**src/rtl/pulse_gen_module.sv**
```systemverilog
// Idle-high pin driver that emits a programmed train of active-low pulses.
// A single-cycle start latches the operands; a one-cycle done_sig closes each train.
`timescale 1ns/1ps
module pulse_gen_module #(
  parameter int CNT_W = 16,
  parameter int NUM_W = 8
) (
  input  logic             clk,
  input  logic             rst_n,
  input  logic             start_sig,
  input  logic [CNT_W-1:0] low_len,
  input  logic [CNT_W-1:0] high_len,
  input  logic [NUM_W-1:0] pulse_num,
  input  logic             abort_sig,
  output logic             pin_out,
  output logic             busy,
  output logic             done_sig,
  output logic [NUM_W-1:0] pulse_cnt
);

  typedef enum logic [1:0] {
    IDLE = 2'd0,
    LOW  = 2'd1,
    HIGH = 2'd2,
    DONE = 2'd3
  } state_t;

  state_t           state_reg, state_next;
  logic [CNT_W-1:0] phase_cnt_reg, phase_cnt_next;
  logic [CNT_W-1:0] low_len_reg, low_len_next;
  logic [CNT_W-1:0] high_len_reg, high_len_next;
  logic [NUM_W-1:0] pulse_num_reg, pulse_num_next;
  logic [NUM_W-1:0] pulse_cnt_reg, pulse_cnt_next;
  logic             pin_reg, busy_reg, done_reg;
  logic             phase_end;
  logic [NUM_W-1:0] cnt_inc;

  // A zero length is treated as one cycle, so the counter is loaded with max(len,1)-1.
  function automatic logic [CNT_W-1:0] load_val(input logic [CNT_W-1:0] len);
    return (len == '0) ? '0 : (len - CNT_W'(1));
  endfunction

  assign phase_end = (phase_cnt_reg == '0);
  assign cnt_inc   = pulse_cnt_reg + NUM_W'(1);

  always_comb begin
    state_next     = state_reg;
    phase_cnt_next = phase_cnt_reg;
    low_len_next   = low_len_reg;
    high_len_next  = high_len_reg;
    pulse_num_next = pulse_num_reg;
    pulse_cnt_next = pulse_cnt_reg;

    case (state_reg)
      IDLE: begin
        if (start_sig) begin
          low_len_next   = low_len;
          high_len_next  = high_len;
          pulse_num_next = pulse_num;
          pulse_cnt_next = '0;
          if (pulse_num != '0) begin
            state_next     = LOW;
            phase_cnt_next = load_val(low_len);
          end else begin
            state_next = DONE;
          end
        end
      end

      LOW: begin
        // Abort takes priority, so a truncated low phase is never counted.
        if (abort_sig) begin
          state_next = DONE;
        end else if (phase_end) begin
          pulse_cnt_next = cnt_inc;
          if (cnt_inc == pulse_num_reg) begin
            state_next = DONE;
          end else begin
            state_next     = HIGH;
            phase_cnt_next = load_val(high_len_reg);
          end
        end else begin
          phase_cnt_next = phase_cnt_reg - CNT_W'(1);
        end
      end

      HIGH: begin
        if (abort_sig) begin
          state_next = DONE;
        end else if (phase_end) begin
          state_next     = LOW;
          phase_cnt_next = load_val(low_len_reg);
        end else begin
          phase_cnt_next = phase_cnt_reg - CNT_W'(1);
        end
      end

      DONE: begin
        state_next = IDLE;
      end

      default: begin
        state_next = IDLE;
      end
    endcase
  end

  always_ff @(posedge clk or negedge rst_n) begin
    if (!rst_n) begin
      state_reg     <= IDLE;
      phase_cnt_reg <= '0;
      low_len_reg   <= '0;
      high_len_reg  <= '0;
      pulse_num_reg <= '0;
      pulse_cnt_reg <= '0;
      pin_reg       <= 1'b1;
      busy_reg      <= 1'b0;
      done_reg      <= 1'b0;
    end else begin
      state_reg     <= state_next;
      phase_cnt_reg <= phase_cnt_next;
      low_len_reg   <= low_len_next;
      high_len_reg  <= high_len_next;
      pulse_num_reg <= pulse_num_next;
      pulse_cnt_reg <= pulse_cnt_next;
      // Outputs are decoded from the next state so they line up with state_reg.
      pin_reg       <= (state_next != LOW);
      busy_reg      <= (state_next != IDLE);
      done_reg      <= (state_next == DONE);
    end
  end

  assign pin_out   = pin_reg;
  assign busy      = busy_reg;
  assign done_sig  = done_reg;
  assign pulse_cnt = pulse_cnt_reg;

endmodule

```
**config.mk**
```make
export PLATFORM = sky130hd
export DESIGN_NAME = pulse_gen_module
export DESIGN_NICKNAME = d
export VERILOG_FILES = /design/src/rtl/pulse_gen_module.sv
export SDC_FILE = /design/constraint.sdc
export NUM_CORES = 1
export LEC_CHECK = 0
export BUFFER_PORTS_ARGS = -buffer_cell sky130_fd_sc_hd__buf_2
export CORE_MARGIN = 4
export CORE_UTILIZATION = 31
export CTS_CLUSTER_SIZE = 28
export DETAILED_ROUTE_END_ITERATION = 8
export PLACE_DENSITY = 0.56
export SLEW_MARGIN = 20
export SYNTH_ARGS = -nofsm -noshare
export SYNTH_HDL_FRONTEND = slang
export SYNTH_SLANG_ARGS = --single-unit
```
**constraint.sdc**
```tcl
create_clock -name clk -period 2.48 [get_ports clk]
set_input_delay 0.124 -clock clk [delete_from_list [all_inputs] [get_ports clk]]
set_output_delay 0.124 -clock clk [all_outputs]
set_load 0.01 [all_outputs]
```
==> flow_summary.ini, run 1 <==
[run_status]
status = completed

[drt]
vias = 4293
met3WireLength_um = 638
postRouteAntennaNets = 0
drcViolationCount = 0
wire_per_inst_um = 17.46
routed.top_layer = met4
dr.pass1.iters = 4
via_per_inst = 5.476
met2_length_mm = 6.557
routed_wl_mm = 13.69
drt-initial-drc-count = 312
m1WireLength_mm = 6.146

[synthesis]
synth_cells = 507
synth-async-reset-ratio_pct = 100.0
avgSynthCellArea_um2 = 9.417
synth-edff-count = 0
synth.distinct_cells = 64
synth_seq_cells = 69
yosys_warnings = 0
dominantRegCellSynth = dfrtp_1
synth_area_mm2 = 0.004775
mappedNetlistNets = 563
ys_seq_area_share_pct = 36.19

[sta]
worst_pin_slew_ns = 0.6741
fin_crit_sh_pct = 96.33
drv_slew = 0
fin_skew_ns = 0.008719
finalSetupViolCount = 0
max_freq_mhz = 418.6
hold_viol = 0
tns_ns = 0
slew_headroom_pct = 54.76
postLayoutSetupSlackWorst_ns = 0.09099
fin_crit_ns = 2.389
rsz0062_at_grt = yes

[global_routing]
grt_max_degree = 44
grt_usage_pct = 16.32
grt_pass1_vias = 4401
antenna_found_initial = 0
grt_remaining_overflow = 0
grt_pass1_wl_mm = 22.97

[critical_path]
path_class = flip-flop to flip-flop
critPathLaunchType = flip-flop
cp_num_buf_inv = 1
crit_required_ns = 2.71
worst_setup_path_end_kind = flip-flop
crit_slowest_cell = dfrtp_1
cp.arrival_ns = 2.62
timing.critical_path.max_delay_family = compound AO/OA/AOI/OAI gates
crit_path_cell_trace = inv_1 > ha_1 > nor4b_2 > nand4_2 > o21ai_2 > o221ai_1 > a32o_1 > mux2_2
cp_max_fo = 10
max_stage_delay_ns = 0.41

[pwr]
leakagePower_nw = 2.433
p_total_mw = 7.290
ir_drop_mv = 0.6689
power.density_mw_per_mm2 = 1244

[cells_and_area]
final_core_util_pct = 38.68
areaGrowthSynthToFinish_pct = 22.69
seqCellArea_mm2 = 0.001728
drive_above_1_share_pct = 28.19
fin_nets = 647
fillers = 1553
n_antenna_cell = 0
multiInputGateArea_mm2 = 0.002920

[flow_run]
cap_violations = 0

[floorplanning]
start_util_pct = 31.52
rows = 45
die_y_um = 132.1
pin_count = 55
core-area_mm2 = 0.01515
dieWidth_um = 132.1
die-area_mm2 = 0.01745

[clock_tree]
clock-root-buffer = clkbuf_16
h-tree-depth = 3
clk_pin_slew_worst_paths_ns = 0.06
cts_made_buffers = 9
tritoncts = yes
ctsLongestPathBuffers = 2
clock_sinks = 69
clock_latency_ns = 0.35

[min_path]
min_path_type = input port to flip-flop

[placement]
gp_congestion = 0.8698
place_ws_ns = 0.04351
dp_hpwl_mm = 10.61
portBuffers = 54
[per-stage QoR]
step	std cells	cell area, µm²	hold slack (ns)
4_1_cts	784	5847	0.0004163
5_1_grt	784	5858	0.001855
6_report	784	5858	0.007859
2_1_floorplan	507	4775	-0.1716
3_5_place_dp	766	5500	0.1665
3_3_place_gp	766	5500	0.1502
[metal layers]
layer  up-vias  global-route usage, %
met4         0                  5.659
met5         -                      0
met1      2094                  20.99
met3        23                  4.504
met2       111                  26.43
li1       2065                      -
[synth_stat cells, types with 9 or more instances]
cell type,instances,area [µm²]
nand3_1,16,80.08
ha_1,12,150.1
nor3_1,12,60.06
o31ai_1,10,75.07
o21ai_0,22,110.1
dfrtp_1,68,1702
nor2_1,30,112.6
nand2_1,48,180.2
a21oi_1,22,110.1
mux2_2,39,439.2
clkbuf_1,15,56.30
xnor2_1,17,148.9
a31oi_1,10,62.56
inv_1,16,60.06
o221ai_1,9,78.83
xor2_1,32,280.3
[report_power, final]
| part | internal (mW) | switching [mW] |
|---|---|---|
| clock | 0.932 | 0.489 |
| combinational | 1.64 | 1.86 |
| sequential | 1.66 | 0.706 |
| total | 4.23 | 3.06 |
[placed cells by master (no fill, tap or decap), types with 17 or more instances in the layout]
master   synthesis  layout
buf_2            5      54
a21oi_1         22      22
nor2_1          30      30
buf_4            0      37
nand2_1         48      47
dfrtp_1         68      68
mux2_2          39      39
xnor2_1         17      17
o21ai_0         22      22
xor2_1          32      32
[cell families after synthesis]
logic type | after synthesis | share of synthesized area [%]
AOI/OAI and AO/OA | 119 | 16.98
xor gates and xnor gates | 49 | 8.988
adders and majority gates | 12 | 3.145
buffers and inverters | 37 | 3.066
DFF | 69 | 36.19
muxes | 45 | 10.53
and+or+nand+nor | 176 | 21.10
[final timing paths]
kind,startpoint,endpoint,slack (ns),cells past startpoint
hold / removal,high_len[10],high_len_reg[10],0.008,2
setup / recovery,phase_cnt_reg[1],phase_cnt_reg[0],0.09,8
max in group asynchronous,rst_n,low_len_reg[6],1.43,3
min in group asynchronous,rst_n,pulse_num_reg[3],0.31,2
hold reg to reg,pulse_num_reg[4],pulse_num_reg[4],0.54,1
setup reg to reg,phase_cnt_reg[1],phase_cnt_reg[0],0.09,8
[cell type report]
cell class	count	area share, %
Tap cell	188	4.015
Clock buffer	12	4.378
Multi-Input combinational cell	401	49.85
Sequential cell	69	29.50
Timing Repair Buffer	94	10.04
Inverter	16	1.025
Clock inverter	4	1.196
[repair_timing]
action                                  CTS  global route
hold buffers                              2             0
setup buffers                             0             0
endpoints found under the setup margin    0            13
gates resized for setup                   0             3
hold endpoints to repair                 23             0
(Power assumes the default switching activity.)
==> run 2, diff against run 1 <==
--- a/config.mk
+++ b/config.mk
@@ -10,6 +10,7 @@
 export CORE_UTILIZATION = 31
 export CTS_CLUSTER_SIZE = 28
 export DETAILED_ROUTE_END_ITERATION = 8
+export HOLD_SLACK_MARGIN = 0.15
 export PLACE_DENSITY = 0.56
 export SLEW_MARGIN = 20
 export SYNTH_ARGS = -nofsm -noshare
==> run 2 against run 1 <==
  * Via count increased by 3.9%
  * Maximum frequency increased by 2.4%
  * Sequential share of layout area decreased by 1.9 points
  * Clock power about the same
  * Non-clock buffer count increased by 40
  * Die area unchanged
  * First-iteration DRC count increased by 9.9%
  * Total power increased by 0.87%
  * Critical endpoint is now phase_cnt_reg[2]
  * Largest cell class unchanged
  * Highest routed layer unchanged
==> flow_summary.ini, run 2 (same netlist as run 1, synthesis figures left out) <==
[pwr]
combPwrFrac_pct = 48.5
clkPwrFrac_pct = 19.3
p_sw_mw = 3.072
switching_share_pct = 41.78
ir_drop_mv = 0.6709
leakagePower_nw = 2.603
power.density_mw_per_mm2 = 1173
seq_power_share_pct = 32.2
p_int_mw = 4.281

[clock_tree]
clock_sinks = 69
h-tree-depth = 3
clock_latency_ns = 0.35
clk_pin_slew_worst_paths_ns = 0.06
tritoncts = yes
ctsLongestPathBuffers = 2
cts_made_buffers = 9
clock-root-buffer = clkbuf_16

[global_routing]
grt_remaining_overflow = 0
grt_pass1_wl_mm = 23.60
grt_usage_pct = 16.75
grt_pass1_vias = 4568
grt_max_degree = 44
antenna_found_initial = 0

[drt]
postRouteAntennaNets = 0
routed_wl_mm = 14.00
wire_per_inst_um = 16.98
met3WireLength_um = 678
m1WireLength_mm = 6.269
drt-initial-drc-count = 343
vias = 4460
routed.top_layer = met4
via_per_inst = 5.413
dr.pass1.iters = 8
drcViolationCount = 0
met2_length_mm = 6.701

[sta]
slew_headroom_pct = 55.01
finalSetupViolCount = 0
drv_slew = 0
fin_skew_ns = 0.008433
fin_crit_sh_pct = 94.04
postLayoutSetupSlackWorst_ns = 0.1478
rsz0062_at_grt = no
fin_crit_ns = 2.332
max_freq_mhz = 428.8
tns_ns = 0
worst_pin_slew_ns = 0.6703
holdWs_ns = 0.1709
hold_viol = 0

[cells_and_area]
n_antenna_cell = 0
fin_nets = 687
areaGrowthSynthToFinish_pct = 31.29
drive_above_1_share_pct = 27.04
fin_cells = 824
final_cell_mix = dfrtp_1, buf_2, nand2_1
mostFrequentLayoutCell = dfrtp_1

[floorplanning]
die_y_um = 132.1
die-area_mm2 = 0.01745
dieWidth_um = 132.1
start_util_pct = 31.52
core-area_mm2 = 0.01515
pin_count = 55
rows = 45

[placement]
gp_congestion = 0.8698
dp_hpwl_mm = 10.61
portBuffers = 54
place_ws_ns = 0.04351
dp.cells = 766

[critical_path]
cp.arrival_ns = 2.56
timing.rr.start = phase_cnt_reg[1]
worst_setup_path_end_kind = flip-flop
cp_num_buf_inv = 2
critPathLaunchType = input port
max_stage_delay_ns = 0.57
path_class = input port to flip-flop
crit_path_cell_trace = dlygate4sd3_1 > buf_2 > or4_4 > nor3_1 > a21oi_1 > a32o_1 > mux2_1
crit_required_ns = 2.71
cp-startpoint = low_len[10]
timing.critical_path.max_delay_family = simple AND/OR/NAND/NOR gates
crit_slowest_cell = or4_4
cp_max_fo = 7

[flow_run]
cap_violations = 0

[min_path]
min_path_type = input port to flip-flop
hold_path.startpoint = low_len[0]

[run_status]
status = completed
==> run 2: power by group through the flow <==
stage,logic (mW),clock network [mW],registers (mW)
finish,3.57,1.42,2.37
global route,3.93,1.51,2.45
CTS,3.53,1.46,2.35
detailed placement,3.46,0,2.37
global placement,3.43,0,2.33
floorplan,2.40,0,2.18
==> run 2: worst reg2reg max path: stages (launching register included) <==
cell      delay (ns)
dfrtp_1         0.41
inv_1           0.09
ha_1            0.14
nor4b_2         0.35
nand4_2         0.29
o21ai_4         0.21
o221ai_1        0.18
a32o_1          0.28
mux2_2          0.26
==> run 2: worst paths after layout <==
check | to | slack, ns | cells past startpoint
max | phase_cnt_reg[2] | 0.15 | 7
max in group asynchronous | low_len_reg[6] | 1.42 | 3
min reg2reg | pulse_num_reg[4] | 0.54 | 1
min in group asynchronous | pulse_num_reg[0] | 0.32 | 2
min | low_len_reg[0] | 0.17 | 3
max reg2reg | phase_cnt_reg[0] | 0.17 | 8
==> run 2: per-layer routing <==
layer | vias up | GRT usage (%)
met1 | 2162 | 21.84
met2 | 124 | 27.11
li1 | 2151 | -
met3 | 23 | 4.237
met4 | 0 | 5.659
met5 | - | 0
==> run 2: layout make-up <==
cell class / instances / area, µm²
fillers: 1516 / 8877
clock buffers: 12 / 256.5
repair buffers: 134 / 983.4
well taps: 188 / 235.2
clock inverters: 4 / 70.07
inverters: 16 / 60.06
flip-flops and latches: 69 / 1728
multi-input cells: 401 / 2935
==> run 2: repair_timing <==
| action | CTS | global route |
|---|---|---|
| gates resized for setup | 0 | 6 |
| hold buffers | 40 | 0 |
| setup endpoints to repair | 0 | 14 |
| endpoints found under the hold margin | 62 | 0 |
| buffers inserted | 0 | 2 |
==> run 2: through the flow <==
step                      total power [mW]  cell area (µm²)  utilization (%)
after floorplan                      4.582             4775                -
after global placement               5.760             5500            36.32
after detailed placement             5.826             5500            36.32
after CTS                            7.338             6227            41.12
after global routing                 7.893             6269            41.39
final                                7.353             6269            41.39
